File: config.mk
export PLATFORM = sky130hd
export DESIGN_NAME = fetch_stage
export DESIGN_NICKNAME = d
export VERILOG_FILES = /design/src/rtl/cpu_defs_pkg.sv /design/src/rtl/npc_calc.sv /design/src/rtl/fetch_stage.sv
export SDC_FILE = /design/constraint.sdc
export NUM_CORES = 1
export LEC_CHECK = 0
export ABC_AREA = 1
export CORE_UTILIZATION = 41
export DETAILED_ROUTE_END_ITERATION = 8
export PLACE_DENSITY = 0.73
export SYNTH_ARGS = -nofsm -noshare
export SYNTH_HDL_FRONTEND = slang
export SYNTH_SLANG_ARGS = --single-unit
File: constraint.sdc
create_clock -name clk -period 3.8 [get_ports clk]
set_input_delay 0.76 -clock clk [delete_from_list [all_inputs] [get_ports clk]]
set_output_delay 0.76 -clock clk [all_outputs]
set_load 0.05 [all_outputs]
File: src/rtl/cpu_defs_pkg.sv
// Shared P7 CPU definitions: instruction encodings, exception codes and
// the memory-map constants used by the fetch stage.
package cpu_defs;

  localparam logic [5:0] OP_SPECIAL = 6'b000000;
  localparam logic [5:0] OP_J       = 6'b000010;
  localparam logic [5:0] OP_JAL     = 6'b000011;
  localparam logic [5:0] OP_BEQ     = 6'b000100;
  localparam logic [5:0] OP_BNE     = 6'b000101;

  localparam logic [5:0] FN_JR      = 6'b001000;
  localparam logic [5:0] FN_JALR    = 6'b001001;

  localparam logic [4:0] EXC_NONE   = 5'd0;
  localparam logic [4:0] EXC_ADEL   = 5'd4;
  localparam logic [4:0] EXC_ADES   = 5'd5;
  localparam logic [4:0] EXC_RI     = 5'd10;
  localparam logic [4:0] EXC_OV     = 5'd12;

  localparam logic [31:0] RESET_PC   = 32'h0000_3000;
  localparam logic [31:0] HANDLER_PC = 32'h0000_4180;
  localparam logic [31:0] IM_LO      = 32'h0000_3000;
  localparam logic [31:0] IM_HI      = 32'h0000_6ffc;

  // How an instruction sitting in D can steer the next fetch.
  typedef enum logic [1:0] {
    CT_NONE,
    CT_BRANCH,
    CT_JUMP,
    CT_JREG
  } ctrl_kind_t;

  function automatic logic [31:0] branch_offset(input logic [15:0] imm);
    return {{14{imm[15]}}, imm, 2'b00};
  endfunction

endpackage

File: src/rtl/npc_calc.sv
// Decodes the instruction in D and produces the delay-slot flag plus the
// candidate next PC (control-transfer target, or pc+4 when not redirecting).
module npc_calc
  import cpu_defs::*;
(
  input  logic [31:0] d_instr,
  input  logic [31:0] d_pc,
  input  logic        d_cmp,
  input  logic [31:0] d_rs,
  input  logic [31:0] pc,
  output logic        is_ctrl,
  output logic        redirect,
  output logic [31:0] target
);

  ctrl_kind_t  kind;
  logic [5:0]  opcode;
  logic [5:0]  funct;
  logic [31:0] d_pc_plus4;
  logic [31:0] branch_target;
  logic [31:0] jump_target;

  assign opcode        = d_instr[31:26];
  assign funct         = d_instr[5:0];
  assign d_pc_plus4    = d_pc + 32'd4;
  assign branch_target = d_pc_plus4 + branch_offset(d_instr[15:0]);
  assign jump_target   = {d_pc_plus4[31:28], d_instr[25:0], 2'b00};

  always_comb begin
    kind = CT_NONE;
    case (opcode)
      OP_BEQ, OP_BNE: kind = CT_BRANCH;
      OP_J, OP_JAL:   kind = CT_JUMP;
      OP_SPECIAL: begin
        if (funct == FN_JR || funct == FN_JALR) kind = CT_JREG;
      end
      default:        kind = CT_NONE;
    endcase
  end

  // bne's inverted sense is already folded into d_cmp by the compare unit.
  always_comb begin
    is_ctrl  = (kind != CT_NONE);
    redirect = 1'b0;
    target   = pc + 32'd4;
    case (kind)
      CT_BRANCH: begin
        if (d_cmp) begin
          redirect = 1'b1;
          target   = branch_target;
        end
      end
      CT_JUMP: begin
        redirect = 1'b1;
        target   = jump_target;
      end
      CT_JREG: begin
        redirect = 1'b1;
        target   = d_rs;
      end
      default: ;
    endcase
  end

endmodule

File: src/rtl/fetch_stage.sv
// F stage of the P7 MIPS pipeline: PC register, next-PC priority selection
// and fetch address-error detection.
module fetch_stage #(
  parameter logic [31:0] RESET_PC   = cpu_defs::RESET_PC,
  parameter logic [31:0] HANDLER_PC = cpu_defs::HANDLER_PC,
  parameter logic [31:0] IM_LO      = cpu_defs::IM_LO,
  parameter logic [31:0] IM_HI      = cpu_defs::IM_HI,
  parameter logic [4:0]  EXC_ADEL   = cpu_defs::EXC_ADEL
) (
  input  logic        clk,
  input  logic        reset,
  input  logic        fd_stall,
  input  logic        req,
  input  logic        eret,
  input  logic [31:0] epc,
  input  logic [31:0] d_instr,
  input  logic [31:0] d_pc,
  input  logic        d_cmp,
  input  logic [31:0] d_rs,
  output logic [31:0] i_inst_addr,
  input  logic [31:0] i_inst_rdata,
  output logic [31:0] f_pc,
  output logic [31:0] f_instr,
  output logic        f_bd,
  output logic [4:0]  f_exc
);

  logic [31:0] pc;
  logic [31:0] next_pc;
  logic [31:0] seq_target;
  logic        is_ctrl;
  logic        redirect;
  logic        adel;

  npc_calc u_npc_calc (
    .d_instr  (d_instr),
    .d_pc     (d_pc),
    .d_cmp    (d_cmp),
    .d_rs     (d_rs),
    .pc       (pc),
    .is_ctrl  (is_ctrl),
    .redirect (redirect),
    .target   (seq_target)
  );

  // Exception entry and eret must win over a hazard stall.
  always_comb begin
    next_pc = seq_target;
    if (req)           next_pc = HANDLER_PC;
    else if (eret)     next_pc = epc;
    else if (fd_stall) next_pc = pc;
    else if (redirect) next_pc = seq_target;
  end

  always_ff @(posedge clk or negedge reset) begin
    if (!reset) pc <= RESET_PC;
    else        pc <= next_pc;
  end

  assign adel = (pc[1:0] != 2'b00) || (pc < IM_LO) || (pc > IM_HI);

  assign i_inst_addr = pc;
  assign f_pc        = pc;
  assign f_bd        = is_ctrl;
  assign f_exc       = adel ? EXC_ADEL : cpu_defs::EXC_NONE;
  assign f_instr     = adel ? 32'h0000_0000 : i_inst_rdata;

endmodule

Word-level counts from Yosys, hierarchy flattened. Cells that the tools add are included.

Bits in registers: 32. Input bits: 166. Output and inout bits: 102. Word-level logic and storage cells: 33.

Add/subtract/negate cells: 3. $lt $le $gt $ge: 2. Eq/ne operators: 10. Multiplexer cells: 9. Reductions and logical operators: 8.

Operator list (count): 32-bit two-way mux (5); 32-bit one-hot mux with 3 select lines (1); 32-bit by 3-bit adder with 32-bit output (second input constant) (2); 32-bit adder (1); 32-bit by 15-bit > comparator with 1-bit output (second input constant) (1); 32-bit by 14-bit < comparator with 1-bit output (second input constant) (1); 6-bit by 2-bit == test with 1-bit output (second input constant) (2); 6-bit by 3-bit == test with 1-bit output (second input constant) (2); 6-bit by 4-bit == test with 1-bit output (second input constant) (2); 6-bit logical NOT (1); 2-bit one-hot mux with 3 select lines (1); 2-bit == test (second input constant) (2); 2-bit nonzero test (2); 2-bit OR reduction (2); 1-bit logical OR (3); 3-bit two-way mux (1); 3-bit by 1-bit inequality test with 1-bit output (second input constant) (1); 2-bit by 1-bit == test with 1-bit output (second input constant) (1); 2-bit two-way mux (1).

Depth between registers and ports, before layout.
Depth after elaboration: 9. Depth in mapped cells: 24. Mapped depth without buffers: 24.

Cells and area by module. From an unflattened synthesis, not the netlist that was laid out.

Cells, all modules: 1279. Area total of the unflattened synthesis: 7302.0 µm².

By module, submodules not included: npc_calc (times used 1, cells an instance 1002, area an instance 5057.4 µm², sequential area each 0.0 µm²); fetch_stage (times used 1, cells an instance 277, area an instance 2244.7 µm², sequential area each 803.3 µm²).

Least setup slack after synthesis. Ideal clock, no wire load.

Kind: input-to-reg. Start point: in d_pc[2]. End point: reg pc[27], in the netlist f_pc[27]. Setup time: 0.118 ns. Arrival time: 3.147 ns. Required time: 3.682 ns. Setup slack: 0.534 ns. Stages on the path: 21. Path buffers: 0. Path through: ha_1 -> inv_1 -> nor4_1 -> nand3_1 -> nand3b_1 -> xor2_1 -> inv_1 -> ha_1 -> nand2_1 -> nor2_1 -> inv_1 -> nor3_1 -> nand2_1 -> nand4_1 -> nand3_1 -> nand2_1 -> nand2_1 -> nand2_1 -> nand2_1 -> nand2_1 -> nand2_1.

Longest elaborated chain between the ends: 7.

RTL lines: start: declaration (line fetch_stage.sv:17) `input logic [31:0] d_pc,`; 32-bit by 3-bit adder with 32-bit output (line npc_calc.sv:25) `assign d_pc_plus4 = d_pc + 32'd4;`; 32-bit adder (line npc_calc.sv:26) `assign branch_target = d_pc_plus4 + branch_offset(d_instr[15:0]);`; 32-bit two-way mux (line npc_calc.sv:48) `if (d_cmp) begin`; 32-bit one-hot mux with 3 select lines (line npc_calc.sv:46) `case (kind)`; 32-bit two-way mux (line fetch_stage.sv:51) `else if (fd_stall) next_pc = pc;`; 32-bit two-way mux (line fetch_stage.sv:50) `else if (eret) next_pc = epc;`; 32-bit two-way mux (line fetch_stage.sv:49) `if (req) next_pc = HANDLER_PC;`; end signal: assignment (line fetch_stage.sv:57) `else pc <= next_pc;`; end: declaration (line fetch_stage.sv:28) `logic [31:0] pc;`.

No other way between the ends. The select of a mux whose other input is x is not followed. A chain may end at the register's enable or synchronous reset.

Worst setup path after layout.
Start point: reg pc[23], in the netlist f_pc[23]. End point: out f_instr[0].

Longest elaborated chain between the ends: 4. Elaborated cells between the ends (all ways): 5. Classes of those cells: order compare: 2; mux: 1; reduce/logical: 2.

RTL lines: 32-bit by 14-bit < comparator with 1-bit output (line fetch_stage.sv:60) `assign adel = (pc[1:0] != 2'b00) || (pc < IM_LO) || (pc > IM_HI);`; 1-bit logical OR (line fetch_stage.sv:60); 1-bit logical OR (*) (line fetch_stage.sv:60); 32-bit two-way mux (*) (line fetch_stage.sv:66) `assign f_instr = adel ? 32'h0000_0000 : i_inst_rdata;`; end: declaration (line fetch_stage.sv:23) `output logic [31:0] f_instr,`.

Mark *: on every way between the ends. The rest lies on a longest branch, timed or not.

==> summary.md <==
| Metric | Value |
|---|---|
| Share of the clock period used by the worst path | `97.3%` |
| Clock insertion delay at the later pin of the skew report | `290 ps` |
| I/O pin count | `268` |
| Die outline area | `17900 um2` |
| Top-count cell post-synth | `sky130_fd_sc_hd__nand2_1` |
| Share of async-settable or async-resettable flops after synthesis | `100%` |
| Largest fanout on the critical path | `33` |
| Largest vdd supply drop | `0.000242 V` |
| Number of placement rows | `47` |
| Slowest cell on crit path | `sky130_fd_sc_hd__clkdlybuf4s50_1` |
| Worst setup SP type | `flop` |
| Routed wire per std cell | `16.8 um` |
| Number of hold violations in the final report | `0` |
| Post-route setup TNS | `0 ps` |
| Initial drt markers | `633` |
| Max-capacitance violation count | `0` |
| Skew final | `4.25 ps` |
| Number of antenna violations at the first check in global routing | `0` |
| Core box area | `16800 um2` |
| Count of H-tree levels built during CTS | `2` |
| Share of the yosys chip area belonging to registers | `11.3%` |
| Number of inserted diodes | `0` |
| Number of buffer and inverter stages on the critical path | `3` |
| Data arrival time of the critical path | `2940 ps` |
| Via/cell ratio | `5.13` |
| Crit. End Element | `output port` |
| Post-Syn Area per Cell | `5.34 um2` |
| Number of global-route vias before repair | `9158` |
| Power per Cell Area | `210 nW/um2` |
| Area delta synth->final | `57.0%` |
| Remaining antenna violation count after routing | `0` |
| Leakage Power | `5.62 nW` |
| Number of flip-flops in the largest register | `32` |
| Number of enable flip-flop cells after synthesis | `0` |
| Max-slew headroom | `57.7%` |
| CTS tree | `built` |
| Hold crit path type | `reg2reg` |
| Series of cell instances along the critical path | `inv_1 > nand4_1 > nor4_1 > o2111ai_2 > buf_4 > nor2_1 > clkdlybuf4s50_1` |
| CTS Buf Count | `5` |
| Final cell count without fillers | `1908` |
| Count of hold buffers inserted by post-cts repair | `0` |
| Final critical delay including setup and external delays | `3700 ps` |
| NumNets Final | `1890` |
| Gate count after technology mapping | `1334` |
| Area contributors post-synth | `sky130_fd_sc_hd__nand2_1 (24%), sky130_fd_sc_hd__inv_1 (11%), sky130_fd_sc_hd__dfrtp_1 (11%), sky130_fd_sc_hd__nor2_1 (9.3%), sky130_fd_sc_hd__ha_1 (6.3%)` |
| Die W | `134 um` |
| Wire length of the first global-routing pass | `48700 um` |
| Total instance count after detailed placement | `1895` |
| Register bit count reported by yosys | `32` |
| Most used flip-flop cell after synthesis | `sky130_fd_sc_hd__dfrtp_1` |
| Chip height | `134 um` |
| Total number of vias | `9779` |
| Global router's overall resource usage | `35.2%` |
| Remaining design rule violation count | `0` |
| Unrepaired setup endpoints after global routing | `yes` |
| Post-synthesis cell area | `7120 um2` |
| Port buffer count | `263` |
| Post-synth top area share | `23.5%` |
| CP Data Required Time | `3040 ps` |
| Detailed Routing Iterations Pass 1 | `5` |
| Root buf cell | `sky130_fd_sc_hd__clkbuf_16` |
| Largest delay share family, worst path | `buffers and inverters` |
| Ranking of synthesized cells by instance count | `sky130_fd_sc_hd__nand2_1 (446), sky130_fd_sc_hd__inv_1 (213), sky130_fd_sc_hd__nor2_1 (177), sky130_fd_sc_hd__nand3_1 (90), sky130_fd_sc_hd__buf_4 (41)` |
| Max Root-Sink Buffers | `2` |
| Clock net sink count | `32` |
| Layout fillers | `1689` |
| Clock input transition at the sequential cells of the worst setup and hold paths | `60 ps` |
| Half-perimeter wire length after placement | `27200 um` |
| CP max stage delay | `830 ps` |
| Global-route congestion overflow total | `0` |
| Cell type with the highest aggregate area in the netlist | `sky130_fd_sc_hd__nand2_1` |
| Initial Utilization | `42.5%` |
| Ys Warns | `0` |
| Routability congestion estimate | `0.997` |
| Unique masters post-synth | `43` |
| Slew @ Worst Pin | `633 ps` |
| Fraction of layout cells with a size suffix above 1 | `14.9%` |
| Finish-stage setup viols | `0` |
| Start-to-end type of the worst setup path | `reg2out` |
| Total routed wirelength | `32100 um` |
| Final Max Tran Viols | `0` |
| Largest net degree at the start of global routing | `34` |
| Status | `finished, final reports clean` |
| Highest attainable clock frequency | `270 MHz` |
==> cell usage in the layout, fill, tap and decap left out, drive strengths merged, types with 2 or more instances in the layout <==
cell / instances
a21oi: 40
a22o: 13
a22oi: 2
a31oi: 3
and2: 8
and3: 2
buf: 144
clkbuf: 5
clkdlybuf4s50: 255
conb: 4
dfrtp: 30
dfstp: 2
dlymetal6s2s: 7
ha: 36
inv: 220
nand2: 453
nand3: 92
nand3b: 6
nand4: 24
nor2: 188
nor3: 30
nor4: 7
o2111ai: 3
o211ai: 10
o21ai: 39
o21bai: 5
o22ai: 5
xnor2: 16
xor2: 32
==> per-stage QoR <==
| stage | cell area [um2] | worst slack [ps] | hold slack [ps] | utilization, % | total power [mW] |
|---|---|---|---|---|---|
| final | 11200 | 103 | 573 | 66.7 | 2.35 |
| after global routing | 11200 | -45.3 | 589 | 66.7 | 2.47 |
| after CTS | 10900 | 29.6 | 567 | 64.9 | 2.29 |
| after detailed placement | 10700 | -344 | 558 | 63.8 | 1.82 |
| after global placement | 10700 | -314 | 527 | 63.8 | 1.81 |
| after floorplan | 7130 | 534 | 464 | - | 1.20 |
==> power by group <==
| part | leakage, nW | switching [mW] | total [mW] | internal (mW) |
|---|---|---|---|---|
| Clock | 0.0798 | 0.165 | 0.473 | 0.308 |
| Sequential | 0.402 | 0.0575 | 0.430 | 0.372 |
| Combinational | 5.14 | 0.851 | 1.44 | 0.591 |
| Total | 5.62 | 1.07 | 2.35 | 1.27 |
==> routing by layer <==
metal  GRT usage [%]  routed length (um)
met5               0                   0
met4            14.6                1360
met2            64.0               16100
met3            3.61                2140
met1            41.7               12600
==> cell families after synthesis <==
logic type / share of synthesized area [%]
other cells: 0.0527
buf+inv: 17.3
simple gates: 48.4
compound gates: 10.4
xor+xnor: 6.01
fa+ha+maj: 6.61
flops: 11.3
==> what timing repair did <==
item	in CTS	in global routing
endpoints found under the setup margin	1	19
gates resized for setup	2	71
pin swaps	0	20
setup buffers	0	5
gates cloned	0	0
==> tightest hold or removal path: stages (launching register included) <==
cell	delay, ps
sky130_fd_sc_hd__dfstp_2	410
sky130_fd_sc_hd__nand2_1	80
sky130_fd_sc_hd__o21ai_1	70
==> layout make-up <==
cell class | instances | area (um2) | share of cell area [%]
timing repair buffer | 406 | 3750 | 33.5
clock inverter | 3 | 42.5 | 0.381
multi-input combinational | 1022 | 5360 | 48.0
inverter | 220 | 826 | 7.39
sequential | 32 | 803 | 7.19
clock buffer | 5 | 125 | 1.12
tap | 220 | 275 | 2.46
==> final timing paths <==
check | startpoint | to | slack, ps | depth (start not counted)
max | f_pc[23]$_DFFE_PN0P_ | f_instr[0] | 100 | 7
min | f_pc[13]$_DFFE_PN1P_ | f_pc[13]$_DFFE_PN1P_ | 570 | 2
max reg2reg | f_pc[11]$_DFFE_PN0P_ | f_pc[28]$_DFFE_PN0P_ | 1460 | 13
min reg2reg | f_pc[13]$_DFFE_PN1P_ | f_pc[13]$_DFFE_PN1P_ | 570 | 2
max in group asynchronous | reset | f_pc[12]$_DFFE_PN1P_ | 2580 | 2
min in group asynchronous | reset | f_pc[6]$_DFFE_PN0P_ | 880 | 2
No activity file was read; power rests on OpenSTA's default activity.
